<file path="src/rtl/led_pkg.sv">
// Shared types and helpers for the LED step controller: debounce FSM
// state encoding and the speed-to-divisor mapping used by the step divider.
package led_pkg;

  localparam int unsigned SPEED_W = 2;
  localparam int unsigned SUB_W   = 3;

  typedef enum logic [1:0] {
    StIdle   = 2'd0,
    StFiltDn = 2'd1,
    StDown   = 2'd2,
    StFiltUp = 2'd3
  } key_state_e;

  // Number of base wraps minus one between steps: 8, 4, 2, 1 wraps.
  function automatic logic [SUB_W-1:0] speed_div(input logic [SPEED_W-1:0] speed);
    logic [SUB_W-1:0] div;
    unique case (speed)
      2'd0:    div = 3'd7;
      2'd1:    div = 3'd3;
      2'd2:    div = 3'd1;
      default: div = 3'd0;
    endcase
    return div;
  endfunction

endpackage

</file>
<file path="src/rtl/led_step_ctrl_if.sv">
// Key inputs and step/direction/speed outputs of the LED step controller.
interface led_step_ctrl_if;
  import led_pkg::*;

  logic [1:0]         key_in;
  logic               step_tick;
  logic               dir;
  logic [SPEED_W-1:0] speed;

  modport master (output key_in, input step_tick, input dir, input speed);
  modport slave  (input key_in, output step_tick, output dir, output speed);

endinterface

</file>
<file path="src/rtl/key_filter.sv">
// Synchronizes one active-low push-button and debounces it; emits a
// single-cycle press flag once the key has been stably low for the filter time.
module key_filter
  import led_pkg::*;
#(
  parameter logic [19:0] CNT_20MS_MAX = 20'd999_999
) (
  input  logic sys_clk,
  input  logic sys_rst,
  input  logic key,
  output logic press
);

  logic       key_meta_q;
  logic       key_sync_q;
  key_state_e state_q;
  logic [19:0] cnt_q;

  // Two-flop synchronizer; idles high because the key is active-low.
  always_ff @(posedge sys_clk or posedge sys_rst) begin
    if (sys_rst) begin
      key_meta_q <= 1'b1;
      key_sync_q <= 1'b1;
    end else begin
      key_meta_q <= key;
      key_sync_q <= key_meta_q;
    end
  end

  // Debounce FSM with registered press flag; only the filtered press edge flags.
  always_ff @(posedge sys_clk or posedge sys_rst) begin
    if (sys_rst) begin
      state_q <= StIdle;
      cnt_q   <= '0;
      press   <= 1'b0;
    end else begin
      press <= 1'b0;
      unique case (state_q)
        StIdle: begin
          if (!key_sync_q) begin
            state_q <= StFiltDn;
            cnt_q   <= '0;
          end
        end
        StFiltDn: begin
          if (key_sync_q) begin
            state_q <= StIdle;
            cnt_q   <= '0;
          end else if (cnt_q == CNT_20MS_MAX) begin
            state_q <= StDown;
            cnt_q   <= '0;
            press   <= 1'b1;
          end else begin
            cnt_q <= cnt_q + 20'd1;
          end
        end
        StDown: begin
          if (key_sync_q) begin
            state_q <= StFiltUp;
            cnt_q   <= '0;
          end
        end
        StFiltUp: begin
          if (!key_sync_q) begin
            state_q <= StDown;
            cnt_q   <= '0;
          end else if (cnt_q == CNT_20MS_MAX) begin
            state_q <= StIdle;
            cnt_q   <= '0;
          end else begin
            cnt_q <= cnt_q + 20'd1;
          end
        end
        default: begin
          state_q <= StIdle;
          cnt_q   <= '0;
        end
      endcase
    end
  end

endmodule

</file>
<file path="src/rtl/led_step_ctrl.sv">
// Water-LED step controller: two debounced keys select speed (0..3) and
// direction; a base/sub divider emits one step_tick per step period.
module led_step_ctrl
  import led_pkg::*;
#(
  parameter logic [19:0] CNT_20MS_MAX = 20'd999_999,
  parameter logic [24:0] CNT_BASE_MAX = 25'd24_999_999
) (
  input  logic            sys_clk,
  input  logic            sys_rst,
  led_step_ctrl_if.slave  bus
);

  logic               speed_press;
  logic               dir_press;
  logic [24:0]        base_q;
  logic [SUB_W-1:0]   sub_q;
  logic               tick_q;
  logic               dir_q;
  logic [SPEED_W-1:0] speed_q;

  key_filter #(
    .CNT_20MS_MAX (CNT_20MS_MAX)
  ) u_key_speed (
    .sys_clk (sys_clk),
    .sys_rst (sys_rst),
    .key     (bus.key_in[0]),
    .press   (speed_press)
  );

  key_filter #(
    .CNT_20MS_MAX (CNT_20MS_MAX)
  ) u_key_dir (
    .sys_clk (sys_clk),
    .sys_rst (sys_rst),
    .key     (bus.key_in[1]),
    .press   (dir_press)
  );

  // Speed/dir registers and step divider; a speed change restarts the period.
  always_ff @(posedge sys_clk or posedge sys_rst) begin
    if (sys_rst) begin
      base_q  <= '0;
      sub_q   <= '0;
      tick_q  <= 1'b0;
      dir_q   <= 1'b0;
      speed_q <= '0;
    end else begin
      tick_q <= 1'b0;
      if (dir_press) begin
        dir_q <= ~dir_q;
      end
      if (speed_press) begin
        speed_q <= speed_q + 2'd1;
        base_q  <= '0;
        sub_q   <= '0;
      end else if (base_q == CNT_BASE_MAX) begin
        base_q <= '0;
        if (sub_q == speed_div(speed_q)) begin
          sub_q  <= '0;
          tick_q <= 1'b1;
        end else begin
          sub_q <= sub_q + 3'd1;
        end
      end else begin
        base_q <= base_q + 25'd1;
      end
    end
  end

  assign bus.step_tick = tick_q;
  assign bus.dir       = dir_q;
  assign bus.speed     = speed_q;

endmodule

</file>
<file path="src/flat_wrapper.sv">
// flat-port wrapper written by rule: the top's interface ports become plain ports
module led_step_ctrl_flat import led_pkg::*;
#(
  parameter logic [19:0] CNT_20MS_MAX = 20'd999_999,
  parameter logic [24:0] CNT_BASE_MAX = 25'd24_999_999
)
  (sys_clk, sys_rst, bus_key_in, bus_step_tick, bus_dir, bus_speed);
  led_step_ctrl_if bus_i ();
  input  logic sys_clk;
  input  logic sys_rst;
  input wire logic [$bits(bus_i.key_in)-1:0] bus_key_in;
  output wire logic [$bits(bus_i.step_tick)-1:0] bus_step_tick;
  output wire logic [$bits(bus_i.dir)-1:0] bus_dir;
  output wire logic [$bits(bus_i.speed)-1:0] bus_speed;
  assign bus_i.key_in = bus_key_in;
  assign bus_step_tick = bus_i.step_tick;
  assign bus_dir = bus_i.dir;
  assign bus_speed = bus_i.speed;
  led_step_ctrl #(.CNT_20MS_MAX(CNT_20MS_MAX), .CNT_BASE_MAX(CNT_BASE_MAX)) u_core (.sys_clk(sys_clk), .sys_rst(sys_rst), .bus(bus_i));
endmodule
</file>
<file path="config.mk">
export PLATFORM = sky130hd
export DESIGN_NAME = led_step_ctrl_flat
export DESIGN_NICKNAME = d
export VERILOG_FILES = /design/src/rtl/led_pkg.sv /design/src/rtl/led_step_ctrl_if.sv /design/src/rtl/key_filter.sv /design/src/rtl/led_step_ctrl.sv /design/src/flat_wrapper.sv
export SDC_FILE = /design/constraint.sdc
export NUM_CORES = 1
export LEC_CHECK = 0
export ABC_AREA = 1
export BUFFER_PORTS_ARGS = -buffer_cell sky130_fd_sc_hd__buf_2
export CAP_MARGIN = 20
export CORE_ASPECT_RATIO = 1.75
export CORE_UTILIZATION = 45
export CTS_CLUSTER_DIAMETER = 40
export DETAILED_ROUTE_END_ITERATION = 8
export PLACE_DENSITY = 0.63
export RECOVER_POWER = 25
export SLEW_MARGIN = 20
export SYNTH_ARGS = -nofsm -noshare
export SYNTH_HDL_FRONTEND = slang
export SYNTH_SLANG_ARGS = --single-unit
</file>
<file path="constraint.sdc">
create_clock -name sys_clk -period 6.1 [get_ports sys_clk]
set_clock_uncertainty 0.05 [all_clocks]
set_input_delay 0.915 -clock sys_clk [delete_from_list [all_inputs] [get_ports sys_clk]]
set_output_delay 0.915 -clock sys_clk [all_outputs]
set_load 0.01 [all_outputs]
</file>
# Yosys cells after proc, flatten, opt, wreduce, memory -nomap -nowiden

Index checks and enable logic that the tools add are counted.

Register bits after elaboration: 82
Input port bits: 4
Output and inout port bits: 4
Logic and storage cells: 92

Add/subtract/negate cells: 5
Equal/unequal tests: 20
Muxes and demuxes: 43
Bitwise gates (word level): 1
Reductions and logical operators: 8

Operator list:

| kind                                                                   | count |
|---|---|
| 20-bit 2-to-1 mux                                                      | 10 |
| 20-bit one-hot mux with 4 select lines                                 | 2 |
| 25-bit 2-to-1 mux                                                      | 2 |
| 20-bit by 1-bit adder with 20-bit output (second input constant)       | 2 |
| 20-bit equality test (second input constant)                           | 2 |
| 25-bit by 1-bit adder with 25-bit output (second input constant)       | 1 |
| 25-bit equality test (second input constant)                           | 1 |
| 2-bit 2-to-1 mux                                                       | 12 |
| 2-bit one-hot mux with 4 select lines                                  | 2 |
| 3-bit 2-to-1 mux                                                       | 5 |
| 3-bit inequality test (second input constant)                          | 4 |
| 2-bit equality test (second input constant)                            | 5 |
| 1-bit 2-to-1 mux                                                       | 9 |
| 3-bit one-hot mux with 3 select lines                                  | 1 |
| 2-bit inequality test (second input constant)                          | 4 |
| 4-bit AND reduction                                                    | 2 |
| 2-bit by 1-bit equality test with 1-bit output (second input constant) | 3 |
| 2-bit logical NOT                                                      | 3 |
| 2-bit AND reduction                                                    | 2 |
| 3-bit by 1-bit adder with 3-bit output (second input constant)         | 1 |
| 3-bit equality test                                                    | 1 |
| 2-bit by 1-bit adder with 2-bit output (second input constant)         | 1 |
| 2-bit nonzero test                                                     | 1 |
| 1-bit NOT                                                              | 1 |

# Depth between registers and ports, before layout

Word-level depth: 8
Depth in mapped cells: 11
Gate-level depth less buffers: 11

# Cells and area by module

A second synthesis with hierarchy kept.

Cells, all modules: 660
Area total of the unflattened synthesis: 4845.9 um^2

Modules (own cells, without submodules):

| module                           | instances | cells each | area each (um^2) |
|---|---|---|---|
| led_step_ctrl                    | 1         | 239        | 1836.8 |
| key_filter at u_core.u_key_speed | 1         | 226        | 1565.3 |
| key_filter at u_core.u_key_dir   | 1         | 195        | 1443.9 |

# Worst setup path after synthesis

Ideal clock, no wire load.

Path kind: reg2reg
From: register u_core.base_q[0]
To: register u_core.base_q[22]
Library setup time: 0.118 ns
Data arrival time: 1.396 ns
Data required time: 5.932 ns
Path slack: 4.536 ns
Cell stages (with the launch flop): 11
Buffers on the path: 0
Path through: dfrtp_1 ha_1 nand2_2 nor2_4 nand2_2 nor2_4 nand2_2 nor2_2 nand2_1 nor2_1 nor2_2

Cells in the longest elaborated chain, start to end: 3
Elaborated cells on any way between the ends: 4

RTL lines:

| what                                                                             | line                                     | source |
|---|---|---|
| start: declaration                                                               | led_step_ctrl.sv:16                      | `logic [24:0] base_q;` |
| start signal: assignment                                                         | led_step_ctrl.sv:66                      | `base_q <= base_q + 25'd1;` |
| 25-bit by 1-bit adder with 25-bit output or 25-bit equality test (tied branches) | led_step_ctrl.sv:66, led_step_ctrl.sv:57 |  |
| 25-bit 2-to-1 mux *                                                              | led_step_ctrl.sv:57                      | `end else if (base_q == CNT_BASE_MAX) begin` |
| 25-bit 2-to-1 mux *                                                              | led_step_ctrl.sv:53                      | `if (speed_press) begin` |

Every way passes the cells marked *; elsewhere a longest branch is shown, timed or not.
A chain may end at the register's enable or synchronous reset.

# Final worst setup path

Same ends and word-level chain as after synthesis.

==> qor.csv <==
stage,metric,value,unit
status,status,"finished, final reports clean",
power_and_ir_drop,power,1.35,mW
yosys,ys_types,38,
cells_and_area,layout.nets,644,
worst_setup_path,crit_type,flip-flop to flip-flop,
grt,grt_pass1_wl,17400,um
worst_setup_path,cp.required,6.28,ns
sta,clock.fmax,427,MHz
yosys,synth.most_common_cell,nand2_1,
cells_and_area,layout-area-overhead-vs-synth,9.23,%
floorplanning,fp.dieH,137,um
yosys,syn-cell-area,4700,um2
grt,grt_overflow_total,0,
placement,hpwl,7680,um
yosys,synth_edf_count,0,
worst_hold_path,hp-start,u_core.u_key_speed.key_meta_q,
worst_setup_path,crit_path_end_kind,flip-flop,
yosys,synth_cells,621,
cells_and_area,layout-drive-gt1-share,0.0958,
floorplanning,fp.dieArea,10900,um2
placement,gp_congestion,0.883,
grt,grt_pass1_vias,3818,
route,vias,3943,
route,wl_met2,5750,um
cts,root_buffer,clkbuf_16,
yosys,synth.largest_area_cell,dfrtp_1,
route,first_pass_iters,4,
placement,placed_area,4860,um2
route,highest_layer,met4,
yosys,syn_avg_cell_area,7.58,um2
power_and_ir_drop,powerDensity,262,nW/um2
route,ant_nets,0,
cells_and_area,seq_area,2060,um2
yosys,synthesis.nets,632,
power_and_ir_drop,p_leak,2.31,nW
yosys,synth.top_cell.area_share,0.415,
yosys,synth_seq_cells,82,
sta,setup_ws,3.76,ns
cts,ctsHoldBuffers,0,
yosys,synthTopCellsByArea,"dfrtp_1 (41%), nand2_1 (13%), nor2_1 (6.9%)",
route,drtIter0Drc,169,
worst_hold_path,hold_class,flip-flop to flip-flop,
yosys,seq_area_frac_synth,0.437,
cells_and_area,nFillCells,991,
cts,cts_resized,0,
yosys,synth.top_cells.by_count,"nand2_1 (157), nor2_1 (87), dfrtp_1 (78), inv_1 (78), nand3_1 (42)",
cells_and_area,fin_area,5140,um2
route,wire_per_inst,13.7,um
worst_setup_path,crit_fanout,11,
floorplanning,die_x,79.3,um
cells_and_area,multiInputGateArea,2240,um2
cells_and_area,fin_util,0.502,
cts,path_clk_slew,0.06,ns
yosys,synth_async_sr_flop_share,1.00,
sta,finalSetupTns,0,ns
sta,rsz0062_at_grt,no,
floorplanning,core.rowCount,49,
worst_setup_path,critPathLaunch,u_core.base_q[0],
cells_and_area,n_antenna_cell,0,
grt,grt_max_degree,83,
route,drt_wl_total,10400,um
worst_setup_path,r2r_start,u_core.base_q[0],
cts,clock_latency,0.34,ns
cts,cts_sinks,82,
power_and_ir_drop,vdd_ir_drop_max,0.167,mV
grt,antenna_found_initial,0,
route,vias_per_cell,5.16,
sta,setup_viol,0,
sta,relSlewSlack,0.496,
floorplanning,pin_count,8,
worst_setup_path,crit_arrival,2.52,ns
sta,min_period_over_period,0.384,
cts,cts_tree,done,
floorplanning,initial_utilization,0.459,
yosys,yosysWarnings,0,
cts,htree_levels,3,
route,drcViolationCount,0,
cts,numCtsBuffers,9,
grt,grt_usage,0.208,
yosys,ys.flop_type,dfrtp_1,
worst_setup_path,r2r_setup_slack,3.76,ns
sta,drv_slew,0,
placement,place_ws,4.01,ns
job,maxCapViolCount,0,
sta,period_minus_slack,2.34,ns
sta,hold_violations,0,
placement,portBuffers,7,
floorplanning,core_area,10200,um2
worst_setup_path,startpoint_type,flip-flop,
route,met1_length,4140,um
cts,postCtsSetupBuffers,0,
cts,clock_path_buffers,2,
route,wl_met3,220,um
sta,worst_pin_slew,0.755,ns
per-layer routing:
| layer | track usage | vias to the layer above |
|---|---|---|
| li1 | - | 1998 |
| met1 | 0.216 | 1870 |
| met2 | 0.393 | 51 |
| met3 | 0.0351 | 24 |
| met4 | 0.105 | 0 |
| met5 | 0 | - |
final timing paths:
path / end / cells after the start
hold / removal: u_core.u_key_speed.key_sync_q / 0
setup / recovery: u_core.base_q[22] / 10
min in group asynchronous: u_core.u_key_speed.cnt_q[3] / 3
setup reg to reg: u_core.base_q[22] / 10
hold reg to reg: u_core.u_key_speed.key_sync_q / 0
max in group asynchronous: u_core.base_q[13] / 3
critical path, stage by stage (launching register included):
cell and delay [ns]:
dfrtp_1 0.41, ha_1 0.23, nand2_1 0.08, nor2_1 0.40
nand4_1 0.14, nor2_1 0.12, nand2_1 0.09, nand2_1 0.35
inv_2 0.19, nand2_1 0.13, nor2_2 0.03
placed cells by master, fill, tap and decap left out, types with 2 or more instances in the layout:
master,netlist,final
nand2_1,157,158
nor2_1,87,90
dfrtp_1,78,78
inv_1,78,77
nand3_1,42,42
nand4_1,24,24
xor2_1,23,23
nor3_1,20,20
o21ai_0,13,13
o22ai_1,11,11
a21oi_1,9,9
clkbuf_16,0,9
nor2_2,9,8
inv_2,8,8
ha_1,7,7
buf_2,3,7
nand2_2,7,6
o21ai_1,5,5
o21bai_1,5,5
dfstp_2,4,4
nand3_2,3,3
nor2_4,4,3
xnor2_1,3,3
clkbuf_1,1,3
clkinv_1,2,2
nor3_2,2,2
or2_2,2,2
nand3b_1,2,2
bufinv_16,0,2
where the power goes:
part / switching (mW) / internal, mW
registers: 0.0236 / 0.572
logic: 0.146 / 0.0417
clock network: 0.209 / 0.356
total: 0.379 / 0.969
logic make-up after synthesis:
kind of cell             after synthesis  share of synthesized area
adder cells (fa/ha/maj)                7                     0.0186
XOR/XNOR                              26                     0.0484
buffers and inverters                 95                     0.0798
AO/OA/AOI/OAI                         45                     0.0548
flip-flops                            82                      0.437
AND/OR/NAND/NOR                      366                      0.361
metrics by stage:
stage	instances	hold slack, ns
floorplan	621	0.295
global placement	749	0.296
detailed placement	749	0.297
CTS	764	0.305
global route	764	0.309
finish	764	0.305
flip-flops by register name, indices dropped and copies added, names as in the netlist, named ones only:
name	flops
u_core.base_q	25
u_core.u_key_dir.cnt_q	20
u_core.u_key_speed.cnt_q	20
u_core.sub_q	3
u_core.bus.speed	2
u_core.bus.dir	1
u_core.bus.step_tick	1
u_core.u_key_dir.key_meta_q	1
u_core.u_key_dir.key_sync_q	1
u_core.u_key_dir.press	1
u_core.u_key_dir.state_q	1
u_core.u_key_speed.key_meta_q	1
u_core.u_key_speed.key_sync_q	1
u_core.u_key_speed.press	1
u_core.u_key_speed.state_q	1
cell type report:
cell class,count,area share
Clock buffer,12,0.0460
Tap cell,127,0.0309
Sequential cell,82,0.400
Multi-Input combinational cell,444,0.437
Clock inverter,3,0.0127
Inverter,88,0.0645
Timing Repair Buffer,8,0.00901
No activity file was read; power rests on OpenSTA's default activity.
